[src/rtl/multicycle_controller_if.sv]
// Controller <-> datapath/memory bundle for the multicycle RV32I core.
//   master : the controller (drives control selects/enables, reads fields/flags/ready)
//   slave  : the datapath + memory side
// Signals:
//   opcode/funct3     latched instruction fields
//   zero_flag/sign_flag ALU flags, meaningful in the branch state
//   mem_ready         memory finishes the current access this cycle
//   mem_req/mem_write/adr_src  memory port control
//   ir_write/pc_write/reg_write  datapath write enables
//   alu_src_a/alu_src_b/alu_op/result_src/imm_src  datapath selects
//   instr_done/illegal_op  one-cycle status pulses
interface multicycle_controller_if;
  logic [6:0] opcode;
  logic [2:0] funct3;
  logic       zero_flag;
  logic       sign_flag;
  logic       mem_ready;
  logic       mem_req;
  logic       mem_write;
  logic       adr_src;
  logic       ir_write;
  logic       pc_write;
  logic       reg_write;
  logic [1:0] alu_src_a;
  logic [1:0] alu_src_b;
  logic [1:0] alu_op;
  logic [1:0] result_src;
  logic [1:0] imm_src;
  logic       instr_done;
  logic       illegal_op;

  modport master (
    input  opcode, funct3, zero_flag, sign_flag, mem_ready,
    output mem_req, mem_write, adr_src, ir_write, pc_write, reg_write,
           alu_src_a, alu_src_b, alu_op, result_src, imm_src,
           instr_done, illegal_op
  );

  modport slave (
    output opcode, funct3, zero_flag, sign_flag, mem_ready,
    input  mem_req, mem_write, adr_src, ir_write, pc_write, reg_write,
           alu_src_a, alu_src_b, alu_op, result_src, imm_src,
           instr_done, illegal_op
  );
endinterface

[src/rtl/multicycle_controller.sv]
// Control FSM of the multicycle RV32I core. Sequences a shared ALU and a
// unified instruction/data memory port, resolves branches, and stalls on
// mem_ready at every memory state.
// Ports:
//   clk  rising-edge clock
//   rst  asynchronous active-high reset; forces every output to 0 while high
//   bus  multicycle_controller_if.master (fields/flags/ready in, controls out)
// Parameters:
//   STATE_W  state register width (holds all state codes)
// Build option:
//   MULTICYCLE_JAL_EN  adds the JAL state; otherwise opcode 1101111 is illegal.
module multicycle_controller #(
  parameter int STATE_W = 4
) (
  input  logic                     clk,
  input  logic                     rst,
  multicycle_controller_if.master  bus
);

  localparam logic [6:0] OP_LOAD  = 7'b0000011;
  localparam logic [6:0] OP_STORE = 7'b0100011;
  localparam logic [6:0] OP_R     = 7'b0110011;
  localparam logic [6:0] OP_I     = 7'b0010011;
  localparam logic [6:0] OP_BR    = 7'b1100011;
  localparam logic [6:0] OP_JAL   = 7'b1101111;

  typedef enum logic [STATE_W-1:0] {
    S_FETCH, S_DECODE, S_MEMADR, S_MEMREAD, S_MEMWB, S_MEMWRITE,
    S_EXECR, S_EXECI, S_ALUWB, S_BEQ
`ifdef MULTICYCLE_JAL_EN
    , S_JAL
`endif
  } state_t;

  // Field order matches the output concatenation below.
  typedef struct packed {
    logic       mem_req;
    logic       mem_write;
    logic       adr_src;
    logic       ir_write;
    logic       pc_write;
    logic       reg_write;
    logic [1:0] alu_src_a;
    logic [1:0] alu_src_b;
    logic [1:0] alu_op;
    logic [1:0] result_src;
    logic [1:0] imm_src;
    logic       instr_done;
    logic       illegal_op;
  } ctrl_t;

  state_t state, state_nxt;
  ctrl_t  c;
  logic   taken;

  always_ff @(posedge clk or posedge rst) begin
    if (rst) state <= S_FETCH;
    else     state <= state_nxt;
  end

  always_comb begin
    unique case (bus.funct3)
      3'b000:  taken = bus.zero_flag;
      3'b001:  taken = ~bus.zero_flag;
      3'b100:  taken = bus.sign_flag;
      default: taken = 1'b0;
    endcase
  end

  always_comb begin
    c         = '0;
    state_nxt = state;
    case (state)
      S_FETCH: begin
        c.mem_req    = 1'b1;
        c.alu_src_b  = 2'b10;
        c.result_src = 2'b10;
        c.ir_write   = bus.mem_ready;
        c.pc_write   = bus.mem_ready;
        if (bus.mem_ready) state_nxt = S_DECODE;
      end
      S_DECODE: begin
        // ALU precomputes OldPC + imm (branch/jump target) here.
        c.alu_src_a = 2'b01;
        c.alu_src_b = 2'b01;
        case (bus.opcode)
          OP_STORE: c.imm_src = 2'b01;
          OP_BR:    c.imm_src = 2'b10;
          OP_JAL:   c.imm_src = 2'b11;
          default:  c.imm_src = 2'b00;
        endcase
        case (bus.opcode)
          OP_LOAD, OP_STORE: state_nxt = S_MEMADR;
          OP_R:              state_nxt = S_EXECR;
          OP_I:              state_nxt = S_EXECI;
          OP_BR:             state_nxt = S_BEQ;
`ifdef MULTICYCLE_JAL_EN
          OP_JAL:            state_nxt = S_JAL;
`endif
          default: begin
            state_nxt    = S_FETCH;
            c.illegal_op = 1'b1;
            c.instr_done = 1'b1;
          end
        endcase
      end
      S_MEMADR: begin
        c.alu_src_a = 2'b10;
        c.alu_src_b = 2'b01;
        c.imm_src   = bus.opcode[5] ? 2'b01 : 2'b00;
        state_nxt   = bus.opcode[5] ? S_MEMWRITE : S_MEMREAD;
      end
      S_MEMREAD: begin
        c.mem_req = 1'b1;
        c.adr_src = 1'b1;
        if (bus.mem_ready) state_nxt = S_MEMWB;
      end
      S_MEMWB: begin
        c.result_src = 2'b01;
        c.reg_write  = 1'b1;
        c.instr_done = 1'b1;
        state_nxt    = S_FETCH;
      end
      S_MEMWRITE: begin
        // Strobe only on the completing cycle so a stall never writes.
        c.mem_req    = 1'b1;
        c.adr_src    = 1'b1;
        c.mem_write  = bus.mem_ready;
        c.instr_done = bus.mem_ready;
        if (bus.mem_ready) state_nxt = S_FETCH;
      end
      S_EXECR: begin
        c.alu_src_a = 2'b10;
        c.alu_src_b = 2'b00;
        c.alu_op    = 2'b10;
        state_nxt   = S_ALUWB;
      end
      S_EXECI: begin
        c.alu_src_a = 2'b10;
        c.alu_src_b = 2'b01;
        c.alu_op    = 2'b10;
        state_nxt   = S_ALUWB;
      end
      S_ALUWB: begin
        c.reg_write  = 1'b1;
        c.instr_done = 1'b1;
        state_nxt    = S_FETCH;
      end
      S_BEQ: begin
        c.alu_src_a  = 2'b10;
        c.alu_op     = 2'b01;
        c.imm_src    = 2'b10;
        c.instr_done = 1'b1;
        c.pc_write   = taken;
        state_nxt    = S_FETCH;
      end
`ifdef MULTICYCLE_JAL_EN
      S_JAL: begin
        // PC <- target held in ALUOut; ALU forms OldPC + 4 for rd.
        c.alu_src_a = 2'b01;
        c.alu_src_b = 2'b10;
        c.imm_src   = 2'b11;
        c.pc_write  = 1'b1;
        state_nxt   = S_ALUWB;
      end
`endif
      default: state_nxt = S_FETCH;
    endcase
  end

  // Reset masks outputs combinationally: state is already FETCH, but no
  // request or enable may leave the block while rst is high.
  assign {bus.mem_req, bus.mem_write, bus.adr_src, bus.ir_write, bus.pc_write,
          bus.reg_write, bus.alu_src_a, bus.alu_src_b, bus.alu_op,
          bus.result_src, bus.imm_src, bus.instr_done, bus.illegal_op}
         = rst ? '0 : c;

endmodule

[src/flat_wrapper.sv]
// flat-port wrapper written by rule: the top's interface ports become plain ports
module multicycle_controller_flat 
#(
  parameter int STATE_W = 4
)
  (clk, rst, bus_opcode, bus_funct3, bus_zero_flag, bus_sign_flag, bus_mem_ready, bus_mem_req, bus_mem_write, bus_adr_src, bus_ir_write, bus_pc_write, bus_reg_write, bus_alu_src_a, bus_alu_src_b, bus_alu_op, bus_result_src, bus_imm_src, bus_instr_done, bus_illegal_op);
  multicycle_controller_if bus_i ();
  input  logic clk;
  input  logic rst;
  input wire logic [$bits(bus_i.opcode)-1:0] bus_opcode;
  input wire logic [$bits(bus_i.funct3)-1:0] bus_funct3;
  input wire logic [$bits(bus_i.zero_flag)-1:0] bus_zero_flag;
  input wire logic [$bits(bus_i.sign_flag)-1:0] bus_sign_flag;
  input wire logic [$bits(bus_i.mem_ready)-1:0] bus_mem_ready;
  output wire logic [$bits(bus_i.mem_req)-1:0] bus_mem_req;
  output wire logic [$bits(bus_i.mem_write)-1:0] bus_mem_write;
  output wire logic [$bits(bus_i.adr_src)-1:0] bus_adr_src;
  output wire logic [$bits(bus_i.ir_write)-1:0] bus_ir_write;
  output wire logic [$bits(bus_i.pc_write)-1:0] bus_pc_write;
  output wire logic [$bits(bus_i.reg_write)-1:0] bus_reg_write;
  output wire logic [$bits(bus_i.alu_src_a)-1:0] bus_alu_src_a;
  output wire logic [$bits(bus_i.alu_src_b)-1:0] bus_alu_src_b;
  output wire logic [$bits(bus_i.alu_op)-1:0] bus_alu_op;
  output wire logic [$bits(bus_i.result_src)-1:0] bus_result_src;
  output wire logic [$bits(bus_i.imm_src)-1:0] bus_imm_src;
  output wire logic [$bits(bus_i.instr_done)-1:0] bus_instr_done;
  output wire logic [$bits(bus_i.illegal_op)-1:0] bus_illegal_op;
  assign bus_i.opcode = bus_opcode;
  assign bus_i.funct3 = bus_funct3;
  assign bus_i.zero_flag = bus_zero_flag;
  assign bus_i.sign_flag = bus_sign_flag;
  assign bus_i.mem_ready = bus_mem_ready;
  assign bus_mem_req = bus_i.mem_req;
  assign bus_mem_write = bus_i.mem_write;
  assign bus_adr_src = bus_i.adr_src;
  assign bus_ir_write = bus_i.ir_write;
  assign bus_pc_write = bus_i.pc_write;
  assign bus_reg_write = bus_i.reg_write;
  assign bus_alu_src_a = bus_i.alu_src_a;
  assign bus_alu_src_b = bus_i.alu_src_b;
  assign bus_alu_op = bus_i.alu_op;
  assign bus_result_src = bus_i.result_src;
  assign bus_imm_src = bus_i.imm_src;
  assign bus_instr_done = bus_i.instr_done;
  assign bus_illegal_op = bus_i.illegal_op;
  multicycle_controller #(.STATE_W(STATE_W)) u_core (.clk(clk), .rst(rst), .bus(bus_i));
endmodule
[config.mk]
export PLATFORM = sky130hd
export DESIGN_NAME = multicycle_controller_flat
export DESIGN_NICKNAME = d
export VERILOG_FILES = /design/src/rtl/multicycle_controller_if.sv /design/src/rtl/multicycle_controller.sv /design/src/flat_wrapper.sv
export SDC_FILE = /design/constraint.sdc
export NUM_CORES = 1
export LEC_CHECK = 0
export ABC_AREA = 1
export CORE_MARGIN = 2
export CORE_UTILIZATION = 35
export CTS_BUF_LIST = sky130_fd_sc_hd__clkbuf_8 sky130_fd_sc_hd__clkbuf_16
export DETAILED_ROUTE_END_ITERATION = 16
export PLACE_DENSITY = 0.85
export SLEW_MARGIN = 20
export SYNTH_ARGS = -nofsm -noshare
export SYNTH_HDL_FRONTEND = slang
export SYNTH_SLANG_ARGS = --single-unit
[constraint.sdc]
create_clock -name clk -period 1.4 [get_ports clk]
set_input_delay 0.21 -clock clk [delete_from_list [all_inputs] [get_ports clk]]
set_output_delay 0.21 -clock clk [all_outputs]
set_load 0.02 [all_outputs]
# == Word-level counts from Yosys, hierarchy flattened ==
# Cells that the tools add are included.
# word_totals
ff_bits,4
elab_cells,58
out_inout_bits,18
# classes
n_bitwise,1
n_reduce_logical,12
eq_ne,20
n_mux,24
# op_table
op,count
one-hot mux 4 bit (6 select lines),1
two-way mux 18 bit,1
"equality test 4 x 3 -> 1 bit, second input constant",4
one-hot mux 2 bit (2 select lines),4
one-hot mux 4 bit (4 select lines),1
"equality test 7 x 6 -> 1 bit, second input constant",2
"equality test 7 bit, second input constant",2
two-way mux 4 bit,3
one-hot mux 2 bit (3 select lines),2
OR reduction 3 bit,3
"equality test 4 x 2 -> 1 bit, second input constant",2
"equality test 4 bit, second input constant",2
OR reduction 2 bit,4
"equality test 7 x 2 -> 1 bit, second input constant",1
"equality test 7 x 5 -> 1 bit, second input constant",1
two-way mux 1 bit,7
"inequality test 2 bit, second input constant",3
one-hot mux 1 bit (3 select lines),2
OR reduction 5 bit,1
"equality test 4 x 1 -> 1 bit, second input constant",1
logical NOT 4 bit,1
OR reduction 4 bit,1
"equality test 3 x 1 -> 1 bit, second input constant",1
"equality test 3 bit, second input constant",1
other kinds (6),6

# == Depth between registers and ports, before layout ==
# Gate-level depths: netlist (run 1).
# logic_depth
depth_word,5
depth_mapped,8

# == Least setup slack after synthesis (run 1) ==
# OpenSTA, ideal clock, no wires.
# synth_timing
kind,reg2out
startpoint,register u_core.state[3]
endpoint,output port bus_pc_write
path_slack_ns,-0.232
n_path_buf,0
t_arrival_ns,1.422
path_stages_with_launch,6
t_required_ns,1.190
cell_sequence,dfrtp_1 nor2_2 nand2_2 nor2_1 nand2_1 nand2_1
# synth_between
elab_chain_len,3
word_cells_on_any_way,4
classes_between,1 x eq/ne; 2 x mux; 1 x reduce/logical
# synth_rtl
item,line,rtl
"start, declared",multicycle_controller.sv:52,"state_t state, state_nxt;"
"start signal, assigned",multicycle_controller.sv:58,else state <= state_nxt;
equality test 4 bit or logical NOT 4 bit (tied branches),multicycle_controller.sv:73,case (state)
one-hot mux 1 bit (2 select lines) (*),multicycle_controller.sv:73,
two-way mux 18 bit (*),multicycle_controller.sv:176,= rst ? '0 : c;
"end, declared",flat_wrapper.sv:19,output wire logic [$bits(bus_i.pc_write)-1:0] bus_pc_write;
# Every way passes the cells marked *; elsewhere a longest branch is shown, timed or not.

# == Worst setup path in the final report (run 1) ==
# layout_timing
startpoint,register u_core.state[3]
endpoint,output port bus_alu_src_a[1]
# layout_between
elab_chain_len,4
word_cells_on_any_way,8
classes_between,5 x eq/ne; 2 x mux; 1 x reduce/logical
# layout_rtl
item,line,rtl
equality test 4 x 2 -> 1 bit (tied with other cells),multicycle_controller.sv:73,
OR reduction 4 bit (no line),--,
one-hot mux 2 bit (2 select lines) (*),multicycle_controller.sv:73,
two-way mux 18 bit (*),multicycle_controller.sv:176,
"end, declared",flat_wrapper.sv:21,output wire logic [$bits(bus_i.alu_src_a)-1:0] bus_alu_src_a;
# Marks and branches as above.

==> results of run 1 <==
[power breakdown]
part	switching (W)	internal (W)	leakage [nW]
Clock	0.0000920	0.000186	0.0216
Sequential	0.0000460	0.000141	0.0476
Combinational	0.000646	0.000602	0.693
[kinds of logic (layout without fill, tap and decap cells)]
logic type | Yosys count | count (layout) | share of synthesized area
buffers and inverters | 21 | 91 | 0.1400
AO/OA/AOI/OAI | 12 | 12 | 0.1225
AND/OR/NAND/NOR | 68 | 68 | 0.5623
flip-flops | 4 | 4 | 0.1751
[what timing repair did]
| action | CTS | global route |
|---|---|---|
| setup endpoints to repair | 18 | 20 |
| hold buffers | 0 | 0 |
| buffers inserted | 7 | 9 |
| hold endpoints to repair | 0 | 0 |
| pin swaps | 9 | 16 |
| resized for setup | 114 | 32 |
[final cells by class]
| cell class | count | area share |
|---|---|---|
| tap | 16 | 0.01422 |
| clock buffer | 3 | 0.02933 |
| sequential | 4 | 0.07467 |
| multi-input combinational | 80 | 0.3778 |
| inverter | 18 | 0.05156 |
| timing repair buffer | 70 | 0.4524 |
[worst max path at each step]
stage          slack (ns)            start  cells after the start               end
6_report            -0.33  u_core.state[3]                      5  bus_alu_src_a[1]
5_1_grt             -0.36  u_core.state[1]                      6    bus_instr_done
4_1_cts             -0.24  u_core.state[0]                      9    bus_imm_src[1]
3_5_place_dp        -0.68    bus_opcode[6]                      8    bus_imm_src[0]
3_3_place_gp        -0.58    bus_opcode[1]                     10    bus_imm_src[1]
2_1_floorplan       -0.05  u_core.state[1]                      6      bus_pc_write
[per-layer routing]
layer  vias up  GRT usage  part of all wire
li1        480          -                 -
met1       491     0.2878              0.37
met2        56     0.4735              0.53
met3        14    0.06939             0.053
met4         0     0.1152             0.042
met5         -          0                 0
[cells in the final DEF, fill, tap and decap left out, types with 3 or more instances in the layout]
master and count:
buf_4 40, nand2_1 23, buf_6 13, inv_1 9, nor2_1 8, nand2_2 8, nor2_4 7, inv_2 7
clkdlybuf4s50_1 7, dlymetal6s2s_1 6, nand3_2 5, nand3_1 5, nor2_2 4, dfrtp_2 4, a21oi_2 3, o21ai_0 3
clkbuf_8 3
[worst max-delay path: stages (launching register included)]
cell	delay (ns)
dfrtp_2	0.44
buf_4	0.15
nor2_2	0.17
nand2_2	0.11
a31oi_2	0.23
buf_4	0.17
[stage by stage]
step                      cells    util
final                       191  0.9236
after global routing        191  0.9236
after CTS                   182  0.8202
after detailed placement    172  0.7381
after global placement      172  0.7381
after floorplan             105       -
==> run summary, run 1 <==
The logs give 1.19 ns for the required time of the critical path and 0.8612 for the final weighted congestion in routability-driven placement. Summed over all instances, the cell type with the most area after synthesis is nand2_1. Pin placement for this block handled 33 I/O pins. The register with the most flip-flops in the layout has 4 of them.

The fraction of layout cells with a size suffix above 1 was 0.6114; the count of routing violations after the opening detailed-route iteration was 41. In the routed layout, each cell is associated on average with a via count of 5.450. Counting along the longest clock path gives a buffer depth of 2. The peak supply drop is 1173 µV. Summed over all layers, the routed wires come to 3324 µm. Input and output buffers added on the ports amount to 32. Counting flops per register, the top entry is u_core.state.

The cell count of the worst reg-to-reg path came out at 8. The finished layout cell area was 1408 µm²; the routed wirelength normalized by instance count was 17.40 µm. In this run the static leakage power is 0.7618 nW. Setup repair after global routing could not meet its margin everywhere. The number of levels in the clock H-tree is 1, and the sequential cell area in the final layout is 105.1 µm².

Setup violations remaining at the end of the flow were counted as 20. Entering global routing, the biggest net connects 17 pins. TritonCTS built the clock tree.

The share of the synthesized area in the top cell type works out to 0.1969. The tools report the root cell of the clock tree as clkbuf_8. The number of max-slew violations in the final report was 0.

The area of the core region was 1524 µm². The CTS clock-pin slew for the worst setup and hold paths came out at 0.04 ns. By area the synthesized netlist is led by nand2_1, dfrtp_1, inv_1. Row generation in the floorplan step produced 14 rows.

The initial core utilization came out at 0.3752. The share of synthesized area occupied by flip-flops and latches is 0.1751, and the die area is 1973 µm². Destination of the worst register-to-register timing path: u_core.state[0]. The die width is 44.42 µm. Averaged over all synthesized cells, the footprint is 5.446 µm². The setup slack of the most critical reg-to-reg path is -0.04 ns.

The tools report the largest clock skew in the final design as 0.01354 ns. Worst relative slew slack: 0.8306. The arrival time of the worst setup path was 1.52 ns; the count of state elements after synthesis was 4. The first global-routing pass estimated 3864 µm of wire. The reg-to-reg critical path startpoint is u_core.state[3]. Prior to clock tree synthesis, the placed netlist has a worst setup slack of -0.6810 ns. The clock period minus worst slack was 1.734 ns; the combined area of the multi-input logic cells was 531.8 µm². Synthesis produced 105 cells.

Max-cap violations in this run came to 0. The layout has 63 filler cells. For the peak clock frequency supported by timing, the log shows 576.7 MHz.

The total negative setup slack was -4.499 ns; the transition at the pin with the smallest max-transition slack was 0.2542 ns. Unique cell type count in the Yosys netlist: 22. The count of nets left with antenna violations once routing finished came out at 0. The via count of the first global-routing pass is 915, and the number of inserted diodes is 0. The fraction of registers with async set/reset was 1.000. The flow ran to the end, but the final reports show violations. The tools report the cell area after technology mapping as 571.8 µm². Of all nets on the critical path, the largest fanout is 4. The first detailed-routing pass ran for 4 iterations. For the overall routing resource usage, the log shows 0.2635. The worst hold slack is 0.5094 ns.

The most common cell in the synthesized netlist is nand2_1. The worst setup path is of the reg2out kind. The run gives 3 as the CTS buffer count. The element type at the critical path start is a register. The final layout contains 192 nets. The number of nets in the synthesized netlist is 120.

The type of the tightest min-delay check is in2async. The clock net in this run drives a total of 4 sinks. Among all flip-flop cells after synthesis, the most frequent one is dfrtp_1.

The number of antenna violations at the first check in global routing is 0, and the worst-case setup margin in the final layout is -0.3342 ns. The synthesized design contains 0 enable-type register cells. The logs give 0 for the number of hold violations in the final report and 1680 µm for the detailed placement HPWL.

Fraction of the cycle the final worst path needs: 1.239. In the routed design, unresolved DRC markers number 0. Compared with the post-synthesis result, the final layout area differs by 146.2%. Kind of end point of the critical path: a primary output. The die is 44.42 µm tall.

The largest registers in the layout are u_core.state x4. The via count was 1041. The checks that failed: setup timing.

Power spread over the standard cell area amounts to 1216 nW/µm². By count the netlist is led by nand2_1, inv_1, nor2_1, nand3_1, dfrtp_1. The total power was 0.001712 W. The clock latency reported for the late side of the worst-skew pair is 0.24 ns, and the post-placement cell area is 1125 µm².

For this run the aggregate overflow at the end of global routing stands at 0. Yosys printed 0 warnings.
Power figures use the tool's default switching activity.
==> run 2, diff against run 1 <==
--- a/config.mk
+++ b/config.mk
@@ -10,6 +10,7 @@
 export CORE_UTILIZATION = 35
 export CTS_BUF_LIST = sky130_fd_sc_hd__clkbuf_8 sky130_fd_sc_hd__clkbuf_16
 export DETAILED_ROUTE_END_ITERATION = 16
+export HOLD_SLACK_MARGIN = 0.03
 export PLACE_DENSITY = 0.85
 export SLEW_MARGIN = 20
 export SYNTH_ARGS = -nofsm -noshare
==> results of run 2 <==
The final DEF is identical to that of run 1; final timing and power are the same.
==> run 3, diff against run 2 <==
--- a/config.mk
+++ b/config.mk
@@ -10,6 +10,7 @@
 export CORE_UTILIZATION = 35
 export CTS_BUF_LIST = sky130_fd_sc_hd__clkbuf_8 sky130_fd_sc_hd__clkbuf_16
 export DETAILED_ROUTE_END_ITERATION = 16
+export GPL_ROUTABILITY_DRIVEN = 0
 export HOLD_SLACK_MARGIN = 0.03
 export PLACE_DENSITY = 0.85
 export SLEW_MARGIN = 20
==> results of run 3 <==
The final DEF is identical to that of run 1; final timing and power are the same.
